`src/rtl/jump_input_conditioner.sv`:
```
`default_nettype none
// +------------------------------------------------------------------------+
// | jump_input_conditioner: sync/debounce button and pause, frame-held jump |
// | Rev 1.0                                                                 |
// +------------------------------------------------------------------------+
module jump_input_conditioner #(
  parameter int DEBOUNCE_CYCLES = 1000000,
  parameter int HOLD_FRAMES     = 2,
  parameter int CNT_W           = 20
) (
  input  logic        clk,
  input  logic        reset,
  input  logic        i_button_raw,
  input  logic        i_pause_raw,
  input  logic        i_screen_ready,
  input  logic        i_game_over,
  output logic        o_jump_req,
  output logic        o_pause_level,
  output logic [15:0] o_press_count
);

  localparam int FR_W = (HOLD_FRAMES < 2) ? 1 : $clog2(HOLD_FRAMES);
  localparam logic [CNT_W-1:0] c_CNT_MAX = CNT_W'(DEBOUNCE_CYCLES - 1);
  localparam logic [FR_W-1:0]  c_FR_LAST = FR_W'(HOLD_FRAMES - 1);

  localparam logic [1:0] S_IDLE = 2'd0;
  localparam logic [1:0] S_HOLD = 2'd1;
  localparam logic [1:0] S_WAIT = 2'd2;

  logic [1:0] w_raw;
  logic [1:0] w_deb;
  logic [1:0] w_flip;

  assign w_raw = {i_pause_raw, i_button_raw};

  // Bit 0 = button, bit 1 = pause; each gets its own synchroniser and debouncer.
  for (genvar g = 0; g < 2; g++) begin : g_deb
    logic             r_s1;
    logic             r_s2;
    logic             r_deb;
    logic [CNT_W-1:0] r_cnt;

    assign w_flip[g] = (r_s2 != r_deb) && (r_cnt == c_CNT_MAX);
    assign w_deb[g]  = r_deb;

    always_ff @(posedge clk) begin
      if (reset) begin
        r_s1  <= 1'b0;
        r_s2  <= 1'b0;
        r_deb <= 1'b0;
        r_cnt <= '0;
      end else begin
        r_s1 <= w_raw[g];
        r_s2 <= r_s1;
        if (r_s2 == r_deb) begin
          r_cnt <= '0;
        end else if (w_flip[g]) begin
          r_cnt <= '0;
          r_deb <= ~r_deb;
        end else begin
          r_cnt <= r_cnt + 1'b1;
        end
      end
    end
  end

  logic            r_sr_prev;
  logic            r_press;
  logic            w_tick;
  logic [1:0]      r_state;
  logic [1:0]      w_state_nxt;
  logic [FR_W-1:0] r_frames;
  logic [FR_W-1:0] w_frames_nxt;
  logic            w_accept;
  logic [15:0]     r_press_count;

  assign w_tick = i_screen_ready & ~r_sr_prev;

  // Press event is registered alongside the debounced rise; game_over is sampled there.
  always_ff @(posedge clk) begin
    if (reset) begin
      r_sr_prev <= 1'b0;
      r_press   <= 1'b0;
    end else begin
      r_sr_prev <= i_screen_ready;
      r_press   <= w_flip[0] & ~w_deb[0] & ~i_game_over;
    end
  end

  always_ff @(posedge clk) begin
    if (reset) begin
      r_state  <= S_IDLE;
      r_frames <= '0;
    end else begin
      r_state  <= w_state_nxt;
      r_frames <= w_frames_nxt;
    end
  end

  always_comb begin
    w_state_nxt  = r_state;
    w_frames_nxt = r_frames;
    w_accept     = 1'b0;
    if (i_game_over) begin
      w_state_nxt  = S_IDLE;
      w_frames_nxt = '0;
    end else begin
      case (r_state)
        S_IDLE: begin
          if (r_press) begin
            w_state_nxt  = S_HOLD;
            w_frames_nxt = '0;
            w_accept     = 1'b1;
          end
        end
        S_HOLD: begin
          if (w_tick && !w_deb[1]) begin
            if (r_frames == c_FR_LAST) begin
              w_state_nxt  = S_WAIT;
              w_frames_nxt = '0;
            end else begin
              w_frames_nxt = r_frames + 1'b1;
            end
          end
        end
        S_WAIT: begin
          if (!w_deb[0]) w_state_nxt = S_IDLE;
        end
        default: begin
          w_state_nxt  = S_IDLE;
          w_frames_nxt = '0;
        end
      endcase
    end
  end

  always_comb begin
    o_jump_req = (r_state == S_HOLD);
  end

  always_ff @(posedge clk) begin
    if (reset) begin
      r_press_count <= '0;
    end else if (w_accept && (r_press_count != 16'hFFFF)) begin
      r_press_count <= r_press_count + 16'd1;
    end
  end

  assign o_pause_level = w_deb[1];
  assign o_press_count = r_press_count;

endmodule
`default_nettype wire

```
`config.mk`:
```
export PLATFORM = sky130hd
export DESIGN_NAME = jump_input_conditioner
export DESIGN_NICKNAME = d
export VERILOG_FILES = /design/src/rtl/jump_input_conditioner.sv
export SDC_FILE = /design/constraint.sdc
export NUM_CORES = 1
export LEC_CHECK = 0
export ABC_CLOCK_PERIOD_IN_PS = 6200
export BUFFER_PORTS_ARGS = -buffer_cell sky130_fd_sc_hd__buf_2
export CAP_MARGIN = 20
export CORE_UTILIZATION = 64
export DETAILED_ROUTE_END_ITERATION = 16
export PLACE_DENSITY_LB_ADDON = 0.1
export SYNTH_ARGS = -nofsm -noshare
export SYNTH_HDL_FRONTEND = slang
export SYNTH_SLANG_ARGS = --single-unit
```
`constraint.sdc`:
```
create_clock -name clk -period 6.2 [get_ports clk]
set_clock_uncertainty 0.2 [all_clocks]
set_input_delay 1.24 -clock clk [delete_from_list [all_inputs] [get_ports clk]]
set_output_delay 1.24 -clock clk [all_outputs]
set_load 0.1 [all_outputs]
```
# Yosys cells after proc, flatten, opt, wreduce, memory -nomap -nowiden
# Cells that the tools add are included.
[word_totals] regBits=67 in_bits=6 out_inout_bits=18
[classes] n_addsub=4 eq_ne=13 mux=12 bitwise=10 n_reduce_logical=13
[op_table] cell="20-bit by 1-bit adder with 20-bit output, second input constant" n=2
[op_table] cell="20-bit == test, second input constant" n=2
[op_table] cell="16-bit by 1-bit adder with 16-bit output, second input constant" n=1
[op_table] cell="16-bit inequality test, second input constant" n=1
[op_table] cell="2-bit 2-to-1 mux" n=4
[op_table] cell="1-bit inverter" n=7
[op_table] cell="1-bit 2-to-1 mux" n=6
[op_table] cell="2-bit one-hot mux with 3 select lines" n=1
[op_table] cell="3-bit OR reduction" n=2
[op_table] cell="1-bit logical AND" n=4
[op_table] cell="2-bit by 1-bit inequality test with 1-bit output, second input constant" n=2
[op_table] cell="2-bit inequality test, second input constant" n=2
[op_table] cell="2-bit AND reduction" n=2
[op_table] cell="4-bit AND reduction" n=1
[op_table] cell="1-bit AND" n=3
[op_table] cell="1-bit one-hot mux with 3 select lines" n=1
[op_table] cell="3-bit AND reduction" n=1
[op_table] cell="1-bit == test" n=2
[op_table] cell="2-bit by 1-bit == test with 1-bit output, second input constant" n=1
[op_table] cell="2-bit == test, second input constant" n=1
[op_table] cell="2-bit logical NOT" n=1
[op_table] cell="1-bit inequality test" n=2
[op_table] cell="2-bit OR reduction" n=1
[op_table] cell="1-bit adder, second input constant" n=1
[op_table] cell="1-bit logical NOT" n=1

# Logic depth before layout (Yosys ltp)
# Gate-level depths: netlist (run 1).
[logic_depth] depth_word=5 mapped_depth=6

# Least setup slack after synthesis (run 1)
# OpenSTA, ideal clock, no wires.
[synth_path] path_kind="reg-to-output" startpoint="register r_state[0]" endpoint="output o_jump_req" arrival_ps=1769 t_required_ps=4760 path_slack_ps=2991 path_stages_with_launch=2 n_path_buf=0 cell_sequence="dfxtp_1 > nor2b_1"
[synth_between] elab_chain_len=1
[synth_rtl] element="from (decl)" line_no="70" text="logic [1:0] r_state;"
[synth_rtl] element="from (signal assigned)" line_no="95" text="r_state <= w_state_nxt;"
[synth_rtl] element="2-bit by 1-bit == test with 1-bit output" line_no="138" text="o_jump_req = (r_state == S_HOLD);"
[synth_rtl] element="to (decl)" line_no="17" text="output logic o_jump_req,"
# No other way between the ends.

# Worst setup path in the final report (run 1)
[layout_path] startpoint="input i_game_over" endpoint="register r_press_count[15], in the netlist o_press_count[15]"
[layout_between] elab_chain_len=2
[layout_rtl] element="from (decl)" line_no="16" text="input logic i_game_over,"
[layout_rtl] element="1-bit 2-to-1 mux" line_no="104" text="if (i_game_over) begin"
[layout_rtl] element="1-bit logical AND" line_no="144" text="end else if (w_accept && (r_press_count != 16'hFFFF)) begin"
[layout_rtl] element="to (signal assigned)" line_no="145" text="r_press_count <= r_press_count + 16'd1;"
[layout_rtl] element="to (decl)" line_no="75" text="logic [15:0] r_press_count;"
# No other way between the ends.
# A chain may end at the register's enable or synchronous reset.

==> reports/results.txt, run 1 <==
Slew Viols, Final - 0
crit-path cells - buf_2 -> or4b_4 -> or4_1 -> or4_1 -> a21oi_1
Slew @ Worst Pin - 0.988 ns
Critical Path Start - i_game_over
global-route wire length before repair - 10.5 mm
worst r2r src - r_state[1]
antenna violations before repair - 0
Post-CTS Setup Bufs - 0
top-count cell post-synth - dfxtp_1
Unique masters post-synth - 40
final critical-path share of the clock period - 48.3%
max-cap violations - 0
Final setup viols - 0
Die H - 71.3 um
M2 GR Usage - 40.4%
CTS tree - done
max incr delay on CP - 0.56 ns
hold crit path type - flop to flop
Commonest cells post-synth - dfxtp_1 (67), nor2_1 (38), a21oi_1 (26)
pin count of the biggest net entering global routing - 29
Cell Area, Placed - 3210 um^2
syn nets - 369
failing checks - DRC
cts hold-fix bufs - 0
vias per cell - 6.15
Synth top area share - 43.6%
post-route cell area - 3390 um^2
HPWL Detailed - 4.21 mm
critical path class - input pin to flop
Top FF cell, synth - dfxtp_1
GRT Util Overall - 25.8%
Post-Layout Cell Count - 437
post-DR wirelength/cell - 14.2 um
Area Overhead vs Synth - 10.3%
pwr/cell area - 229 nW/um^2
Fill cells - 319
Post-synth EDFFs - 0
Placed Cells - 422
met1 Use GR - 34.3%
slowest CP cell - or4b_4
CTS Buf Count - 9
Initial Util - 68.7%
setup_tns - 0 ns
crit path DAT - 3.06 ns
Clk Latency, worst-skew pair - 0.34 ns
Syn Inst Count - 360
die width - 71.3 um
post-cts sizing count - 0
Final GP Congestion - 0.860
share of cells above drive strength 1 - 12.2%
CTS clk-pin slew, worst paths - 0.07 ns
#FFs+latches synth - 67
Row Count - 24
clk buf depth - 2
largest area contributor in the netlist - dfxtp_1
LEAKAGE - 0.00106 uW
Synth Warn # - 0
vias - 2689
fmax - 0.334 GHz
CP top delay family - simple AND/OR/NAND/NOR gates
CTS Sinks - 67
Post-Syn Area - 3070 um^2
Most Crowded Layer GR - met2
WP data required - 6.26 ns
min Tclk post-route - 3.00 ns
CTS Root Cell - clkbuf_8
CP max FO - 13
core area - 4470 um^2
I/O pins - 24
unrepaired setup endpoints after global routing - false
final wirelength - 6.19 mm
Antenna Nets Post-Route - 0
syn avg cell area - 8.54 um^2
global route overflow - 0
drt pass-1 iters - 10
Critical Path Sink Type - flop
CP startpoint kind - input pin
vias in the first global route - 2427
Hold Fails Final Rpt - 0
post-layout total power - 775 uW
1st-iter DRT viols - 174
IO Port Bufs - 23
grt met3 use - 4.50%
synth top area cells - dfxtp_1 (44%), nor2_1 (4.6%), xnor2_1 (4.3%), xor2_1 (4.3%), a21oi_1 (4.2%)
Rel. slew slack - 33.1%
Critical Path Most Common Cell - or4_1
status - finished, violations left
H-tree lvl count - 3
maximum vdd ir drop - 161 uV
CP bufs+invs - 1
drt drc - 2
NumNets Final - 390
Antenna diodes - 0
Seq/Total Area, Yosys - 43.6%
die area - 5080 um^2
asr flop ratio synth - 0%
hold_sp - g_deb[1].r_s1
[metal layers]
layer / wire (um) / share of wire, % / vias to the layer above
li1: - / - / 1353
met1: 3060 / 49 / 1257
met2: 2760 / 45 / 69
met3: 244 / 3.9 / 10
met4: 120 / 1.9 / 0
met5: 0 / 0 / -
[cell usage in the layout (no fill, tap or decap), drive strengths merged, types with 5 or more instances in the layout]
cell type and instances:
xor2 15, buf 26, a21oi 26, xnor2 15
clkbuf 13, o31ai 10, inv 13, nor3 6
or2 5, o21ai 15, nor2b 7, or4 15
or3 12, nor2 38, nand3 18, nor4 9
nand2 20, nand4 15, dfxtp 67
[flip-flops by register name (all words and copies together), names as in the netlist]
signal and flops:
g_deb.r_s1 2, r_state 2, g_deb.r_deb 1, o_press_count 16
r_press 1, g_deb.r_s2 2, o_pause_level 1, r_sr_prev 1
g_deb.r_cnt 40, r_frames 1
[stage by stage]
stage	utilization, %	hold slack (ns)	setup WS (ns)
2_1_floorplan	-	0.213	2.99
5_1_grt	75.8	0.254	3.14
3_5_place_dp	71.8	0.227	2.89
3_3_place_gp	71.8	0.217	2.96
4_1_cts	75.8	0.242	3.24
6_report	75.8	0.238	3.20
[final timing paths]
kind,cells past startpoint,slack [ns],endpoint
hold / removal,1,0.24,g_deb[1].r_s2
setup / recovery,5,3.20,o_press_count[15]
hold reg to reg,1,0.24,g_deb[1].r_s2
setup reg to reg,4,3.79,o_press_count[15]
[logic make-up (layout without fill, tap and decap cells)]
family | after synthesis | count (layout) | synth area share (%)
buffers and inverters | 29 | 54 | 3.66
AND/OR/NAND/NOR | 170 | 170 | 31.0
adder cells (fa/ha/maj) | 3 | 3 | 1.22
AO/OA/AOI/OAI | 61 | 61 | 11.9
flip-flops | 67 | 67 | 43.6
XOR/XNOR | 30 | 30 | 8.55
[report_power, final]
part / internal [uW] / switching (uW)
Combinational: 3.62 / 7.17
Sequential: 432 / 1.01
Clock: 175 / 156
Total: 610 / 164
[layout make-up]
type / instances / area (um^2) / share of cell area, %
Clock buffer: 13 / 169 / 4.98
Clock inverter: 2 / 10.0 / 0.295
Inverter: 13 / 48.8 / 1.44
Multi-Input combinational cell: 264 / 1620 / 47.7
Sequential cell: 67 / 1340 / 39.6
Tap cell: 52 / 65.1 / 1.92
Timing Repair Buffer: 26 / 138 / 4.06
Power figures use the tool's default switching activity.
==> run 2, diff against run 1 <==
--- a/config.mk
+++ b/config.mk
@@ -5,10 +5,10 @@
 export SDC_FILE = /design/constraint.sdc
 export NUM_CORES = 1
 export LEC_CHECK = 0
-export ABC_CLOCK_PERIOD_IN_PS = 6200
+export ABC_CLOCK_PERIOD_IN_PS = 2900
 export BUFFER_PORTS_ARGS = -buffer_cell sky130_fd_sc_hd__buf_2
 export CAP_MARGIN = 20
-export CORE_UTILIZATION = 64
+export CORE_UTILIZATION = 59
 export DETAILED_ROUTE_END_ITERATION = 16
 export PLACE_DENSITY_LB_ADDON = 0.1
 export SYNTH_ARGS = -nofsm -noshare
==> constraint.sdc (replaced) <==
create_clock -name clk -period 2.9 [get_ports clk]
set_clock_uncertainty 0.2 [all_clocks]
set_input_delay 0.58 -clock clk [delete_from_list [all_inputs] [get_ports clk]]
set_output_delay 0.58 -clock clk [all_outputs]
set_load 0.1 [all_outputs]
==> reports/results.txt, run 2 (same netlist as run 1, synthesis figures left out) <==
status - finished clean (was finished, violations left)
die width - 74.2 um (was 71.3 um)
CP top delay family - simple AND/OR/NAND/NOR gates (unchanged)
most frequent cells in the layout - dfxtp_1 (67), nor2_1 (38), a21oi_1 (26) (unchanged)
crit path DAT - 2.42 ns (was 3.06 ns)
Crit path depth - 4 (was 5)
R2R setup slack - 0.56 ns (was 3.79 ns)
worst r2r src - r_state[1] (unchanged)
Post-CTS Setup Bufs - 0 (unchanged)
CP max FO - 13 (unchanged)
Area Overhead vs Synth - 12.5% (was 10.3%)
global route overflow - 0 (unchanged)
register area - 1340 um^2 (unchanged)
Largest register FFs - 40 (unchanged)
vias in the first global route - 2279 (was 2427)
CTS Buf Count - 9 (unchanged)
share of cells above drive strength 1 - 13.1% (was 12.2%)
fmax - 0.427 GHz
Reg power frac - 52.7% (was 55.9%)
hold_sp - g_deb[0].r_cnt[0] (was g_deb[1].r_s1)
Clk Latency, worst-skew pair - 0.34 ns (about the same)
sw power - 361 uW (was 164 uW)
LEAKAGE - 0.00108 uW (was 0.00106 uW)
hold crit path type - flop to flop (unchanged)
HPWL Detailed - 4.09 mm (was 4.21 mm)
pin count of the biggest net entering global routing - 29 (unchanged)
NumNets Final - 392 (was 390)
Fill cells - 406 (was 319)
GRT Util Overall - 24.0% (was 25.8%)
Core Util, Final - 70.9% (was 75.8%)
1st-iter DRT viols - 179 (was 174)
Min-Delay Endpoint - g_deb[0].r_cnt[0] (was g_deb[1].r_s2)
vias per cell - 5.81 (was 6.15)
cts hold-fix bufs - 0 (unchanged)
max-cap violations - 0 (unchanged)
I/O pins - 24 (unchanged)
core area - 4880 um^2 (was 4470 um^2)
R2R depth - 4 (unchanged)
global-route wire length before repair - 10.2 mm (was 10.5 mm)
Antenna Nets Post-Route - 0 (unchanged)
final wirelength - 6.13 mm (was 6.19 mm)
Critical Path Sink Type - flop (unchanged)
Die H - 74.2 um (was 71.3 um)
clk buf depth - 2 (unchanged)
CTS Root Cell - clkbuf_8 (unchanged)
Final GP Congestion - 0.806 (was 0.860)
Critical Path Most Common Cell - or4_1 (unchanged)
vias - 2645 (was 2689)
Final setup viols - 0 (unchanged)
CP bufs+invs - 0 (was 1)
Largest Register - g_deb.r_cnt (unchanged)
drt drc - 0 (was 2)
pwr/cell area - 508 nW/um^2 (was 229 nW/um^2)
Row Count - 25 (was 24)
CP startpoint kind - flop (was input pin)
Comb power frac - 1.4% (about the same)
commonest non-fill, non-tap cell in the layout - dfxtp_1 (unchanged)
Worst Hold Depth - 1 (unchanged)
crit-path cells - or4b_4 -> or4_1 -> or4_1 -> a21oi_1 (was buf_2 -> or4b_4 -> or4_1 -> or4_1 -> a21oi_1)
Initial Util - 63.0% (was 68.7%)
slowest CP cell - or4b_4 (unchanged)
Slew @ Worst Pin - 0.623 ns (was 0.988 ns)
Hold Fails Final Rpt - 0 (unchanged)
CTS tree - done (unchanged)
CTS Sinks - 67 (unchanged)
setup_tns - 0 ns (unchanged)
Net Sw Frac - 20.5% (was 21.2%)
post-DR wirelength/cell - 13.5 um (was 14.2 um)
Rel. slew slack - 57.8% (was 33.1%)
unrepaired setup endpoints after global routing - false (unchanged)
CTS clk-pin slew, worst paths - 0.08 ns (was 0.07 ns)
area of the multi-input gates - 1620 um^2 (unchanged)
clock share of power - 46.0% (was 42.7%)
IO Port Bufs - 23 (unchanged)
drt pass-1 iters - 4 (was 10)
final critical-path share of the clock period - 80.8%
Slew Viols, Final - 0 (unchanged)
critical path class - flop to flop (was input pin to flop)
min Tclk post-route - 2.34 ns
antenna violations before repair - 0 (unchanged)
post-cts sizing count - 0 (unchanged)
H-tree lvl count - 3 (unchanged)
maximum vdd ir drop - 400 uV (was 161 uV)
Int Power - 1400 uW (was 610 uW)
die area - 5500 um^2 (was 5080 um^2)
Reg2Reg Capture Point - o_press_count[15] (unchanged)
max incr delay on CP - 0.63 ns (was 0.56 ns)
Antenna diodes - 0 (unchanged)
WP data required - 2.97 ns (was 6.26 ns)
==> run 2: how the worst max path moves through the flow <==
stage | startpoint | slack, ns | to
2_1_floorplan | o_press_count[0] | 0.20 | o_press_count[4]
3_3_place_gp | i_game_over | 0.32 | o_press_count[15]
3_5_place_dp | i_game_over | 0.28 | o_press_count[15]
4_1_cts | r_state[1] | 0.57 | o_press_count[15]
5_1_grt | r_state[1] | 0.46 | o_press_count[15]
6_report | r_state[1] | 0.56 | o_press_count[15]
==> run 2: per-stage QoR <==
stage	hold slack, ns	worst slack, ns	std cells	area [um^2]	total power (uW)
finish	0.246	0.556	455	3460	1760
global route	0.240	0.461	455	3460	1820
floorplan	0.213	0.197	360	3070	962
global placement	0.221	0.319	439	3250	970
detailed placement	0.231	0.278	439	3250	971
CTS	0.232	0.566	455	3460	1770
==> run 2: power groups by stage <==
stage | logic [uW] | registers [uW] | clock network [uW]
2_1_floorplan | 15.5 | 947 | 0
3_3_place_gp | 23.5 | 947 | 0
3_5_place_dp | 23.8 | 947 | 0
4_1_cts | 24.0 | 926 | 821
5_1_grt | 26.2 | 926 | 863
6_report | 23.9 | 926 | 808
==> run 2: layout make-up <==
cell class              instances  share of cell area, %
repair buffers                 28                   4.41
multi-input cells             264                   46.8
clock inverters                 4                   1.37
clock buffers                  12                   4.78
flip-flops and latches         67                   38.8
inverters                      13                   1.41
well taps                      67                   2.42
==> run 2: layer usage <==
layer,vias up,global-route usage [%],share of wire (%)
met5,-,0,0
met4,0,10.3,1.1
met3,6,5.42,2.7
met2,40,38.2,46
met1,1237,31.4,50
li1,1362,-,-
==> run 3, diff against run 2 <==
--- a/config.mk
+++ b/config.mk
@@ -5,10 +5,11 @@
 export SDC_FILE = /design/constraint.sdc
 export NUM_CORES = 1
 export LEC_CHECK = 0
-export ABC_CLOCK_PERIOD_IN_PS = 2900
+export ABC_AREA = 1
+export ABC_CLOCK_PERIOD_IN_PS = 2400
 export BUFFER_PORTS_ARGS = -buffer_cell sky130_fd_sc_hd__buf_2
 export CAP_MARGIN = 20
-export CORE_UTILIZATION = 59
+export CORE_UTILIZATION = 60
 export DETAILED_ROUTE_END_ITERATION = 16
 export PLACE_DENSITY_LB_ADDON = 0.1
 export SYNTH_ARGS = -nofsm -noshare
==> constraint.sdc (replaced) <==
create_clock -name clk -period 2.4 [get_ports clk]
set_clock_uncertainty 0.2 [all_clocks]
set_input_delay 0.48 -clock clk [delete_from_list [all_inputs] [get_ports clk]]
set_output_delay 0.48 -clock clk [all_outputs]
set_load 0.1 [all_outputs]
==> reports/results.txt, run 3 <==
I/O pins - 24 (unchanged)
clock share of power - 49.7% (was 46.0%)
Final GP Congestion - 0.883 (was 0.806)
Antenna Nets Post-Route - 0 (unchanged)
Critical Path Sink Type - primary output (was flop)
vias in the first global route - 2917 (was 2279)
CP top delay family - buffers and inverters (was simple AND/OR/NAND/NOR gates)
cts hold-fix bufs - 0 (unchanged)
Final setup viols - 0 (unchanged)
CTS clk-pin slew, worst paths - 0.08 ns (about the same)
post-cts sizing count - 0 (unchanged)
slowest CP cell - buf_2 (was or4b_4)
min Tclk post-route - 2.04 ns
vias - 3202 (was 2645)
final critical-path share of the clock period - 84.8%
post-layout total power - 2290 uW (was 1760 uW)
Top FF cell, synth - dfxtp_1 (unchanged)
die area - 6140 um^2 (was 5500 um^2)
core area - 5570 um^2 (was 4880 um^2)
Row Count - 27 (was 25)
#FFs+latches synth - 67 (unchanged)
R2R depth - 8 (was 4)
Seq/Total Area, Yosys - 38.4% (was 43.6%)
NumNets Final - 553 (was 392)
Reg2Reg Capture Point - g_deb[0].r_cnt[17] (was o_press_count[15])
Cell Area, Placed - 3650 um^2 (was 3250 um^2)
clk buf depth - 2 (unchanged)
Int Power - 1810 uW (was 1400 uW)
HPWL Detailed - 5.26 mm (was 4.09 mm)
commonest non-fill, non-tap cell in the layout - nand2_1 (was dfxtp_1)
Syn Inst Count - 516 (was 360)
Rel. slew slack - 67.1% (was 57.8%)
Post-synth EDFFs - 0 (unchanged)
critical path class - flop to primary output (was flop to flop)
Fill cells - 507 (was 406)
maximum vdd ir drop - 498 uV (was 400 uV)
CTS Sinks - 67 (unchanged)
top-count cell post-synth - nand2_1 (was dfxtp_1)
fmax - 0.491 GHz
dpl ws - 0.525 ns (was 0.278 ns)
Clk Latency, worst-skew pair - 0.35 ns (was 0.34 ns)
LEAKAGE - 0.00137 uW (was 0.00108 uW)
Largest register FFs - 40 (unchanged)
max-cap violations - 0 (unchanged)
Placed Cells - 605 (was 439)
H-tree lvl count - 3 (unchanged)
GRT Util Overall - 25.6% (was 24.0%)
worst r2r src - g_deb[0].r_cnt[0] (was r_state[1])
CTS Root Cell - clkbuf_8 (unchanged)
Commonest cells post-synth - nand2_1 (124), nor2_1 (119), dfxtp_1 (67) (was dfxtp_1 (67), nor2_1 (38), a21oi_1 (26))
syn avg cell area - 6.77 um^2 (was 8.54 um^2)
Area Overhead vs Synth - 11.3% (was 12.5%)
setup_tns - 0 ns (unchanged)
Initial Util - 62.7% (was 63.0%)
Critical Path Start - r_state[0] (was r_state[1])
CTS Buf Count - 9 (unchanged)
Post-Layout Cell Count - 621 (was 455)
CP max FO - 4 (was 13)
global route overflow - 0 (unchanged)
vias per cell - 5.16 (was 5.81)
Slew @ Worst Pin - 0.497 ns (was 0.623 ns)
status - finished clean (unchanged)
crit path DAT - 1.36 ns (was 2.42 ns)
1st-iter DRT viols - 166 (was 179)
Slew Viols, Final - 0 (unchanged)
Synth Warn # - 0 (unchanged)
IO Port Bufs - 23 (unchanged)
Post-CTS Setup Bufs - 0 (unchanged)
post-DR wirelength/cell - 11.5 um (was 13.5 um)
drt drc - 0 (unchanged)
share of cells above drive strength 1 - 12.6% (was 13.1%)
max incr delay on CP - 0.46 ns (was 0.63 ns)
drt pass-1 iters - 5 (was 4)
Die H - 78.3 um (was 74.2 um)
Antenna diodes - 0 (unchanged)
WP data required - 1.72 ns (was 2.97 ns)
die width - 78.3 um (was 74.2 um)
Synth top area share - 38.4% (was 43.6%)
Net Sw Frac - 20.7% (was 20.5%)
Unique masters post-synth - 29 (was 40)
CP bufs+invs - 2 (was 0)
Comb power frac - 1.4% (about the same)
Reg power frac - 48.9% (was 52.7%)
Hold Fails Final Rpt - 0 (unchanged)
final wirelength - 7.15 mm (was 6.13 mm)
post-route cell area - 3890 um^2 (was 3460 um^2)
crit-path cells - inv_1 -> nor2_2 -> buf_2 (was or4b_4 -> or4_1 -> or4_1 -> a21oi_1)
antenna violations before repair - 0 (unchanged)
unrepaired setup endpoints after global routing - false (unchanged)
global-route wire length before repair - 12.4 mm (was 10.2 mm)
Final Worst Setup Slack - 0.364 ns (was 0.556 ns)
CP startpoint kind - flop (unchanged)
pin count of the biggest net entering global routing - 21 (was 29)
CTS tree - done (unchanged)
synth top area cells - dfxtp_1 (38%), nand2_1 (13%), nor2_1 (13%), inv_1 (5.7%), nand3_1 (4.7%) (was dfxtp_1 (44%), nor2_1 (4.6%), xnor2_1 (4.3%), xor2_1 (4.3%), a21oi_1 (4.2%))
most frequent cells in the layout - nand2_1 (124), nor2_1 (118), dfxtp_1 (66) (was dfxtp_1 (67), nor2_1 (38), a21oi_1 (26))
sw power - 473 uW (was 361 uW)
pwr/cell area - 587 nW/um^2 (was 508 nW/um^2)
asr flop ratio synth - 0% (unchanged)
hold crit path type - input pin to flop (was flop to flop)
Largest Register - g_deb.r_cnt (unchanged)
Crit path depth - 3 (was 4)
syn nets - 525 (was 369)
Post-Syn Area - 3500 um^2 (was 3070 um^2)
largest area contributor in the netlist - dfxtp_1 (unchanged)
termination of the worst setup path - o_jump_req (was o_press_count[15])
R2R setup slack - 0.50 ns (was 0.56 ns)
run 3: cell count changes in the layout (fill, tap and decap cells not counted), sizes merged, moves of 12 or more:
cell	delta
nand2	+109
or3	-12
or4	-15
nor2	+92
nand3	+19
inv	+40
run 3: layer usage:
metal	wire, um	global-route usage [%]	share of wire, %	vias up
li1	-	-	-	1675
met2	3340	42.5	47	59
met3	241	5.58	3.4	11
met5	0	0	0	-
met4	103	9.07	1.4	0
met1	3470	32.6	48	1457
run 3: kinds of logic (layout without fill, tap and decap cells):
kind of cell,after synthesis,count (layout),synth area share [%]
buffers and inverters,60,93,7.41
DFF,67,67,38.4
and+or+nand+nor,323,323,41.2
AOI/OAI and AO/OA,40,40,6.19
xor gates and xnor gates,23,23,5.76
adders and majority gates,3,3,1.07
run 3: area by class of cell:
class,instances,area (um^2),area share [%]
Timing Repair Buffer,24,123,3.15
Sequential cell,67,1340,34.5
Clock inverter,7,116,2.99
Clock buffer,9,124,3.18
Inverter,53,199,5.11
Multi-Input combinational cell,389,1900,48.8
Tap cell,72,90.1,2.31
run 3: worst reg2reg max path, delay by kind of cell, from the launching register on:
| kind | cells | cell delay, ns |
|---|---|---|
| and+or+nand+nor | 5 | 0.79 |
| DFF | 1 | 0.38 |
| buffers and inverters | 2 | 0.18 |
| adders and majority gates | 1 | 0.22 |
run 3: through the flow:
stage,hold slack (ns),utilization (%)
after floorplan,0.188,-
after global placement,0.208,65.5
after detailed placement,0.202,65.5
after CTS,0.117,69.8
after global routing,0.124,69.8
final,0.131,69.8
run 3: how the worst min path moves through the flow:
stage                  start       endpoint  slack, ns  depth (start not counted)
2_1_floorplan  g_deb[0].r_s1  g_deb[0].r_s2       0.19                          2
5_1_grt          i_pause_raw  g_deb[1].r_s1       0.12                          3
3_5_place_dp   g_deb[1].r_s1  g_deb[1].r_s2       0.20                          2
3_3_place_gp   g_deb[1].r_s1  g_deb[1].r_s2       0.21                          2
4_1_cts          i_pause_raw  g_deb[1].r_s1       0.12                          3
6_report         i_pause_raw  g_deb[1].r_s1       0.13                          3
run 3: power groups by stage:
| stage | Clock (uW) | Combinational (uW) | Sequential [uW] |
|---|---|---|---|
| 4_1_cts | 1160 | 32.7 | 1120 |
| 2_1_floorplan | 0 | 25.3 | 1140 |
| 6_report | 1140 | 32.3 | 1120 |
| 5_1_grt | 1200 | 37.5 | 1120 |
| 3_3_place_gp | 0 | 32.1 | 1140 |
| 3_5_place_dp | 0 | 32.5 | 1140 |
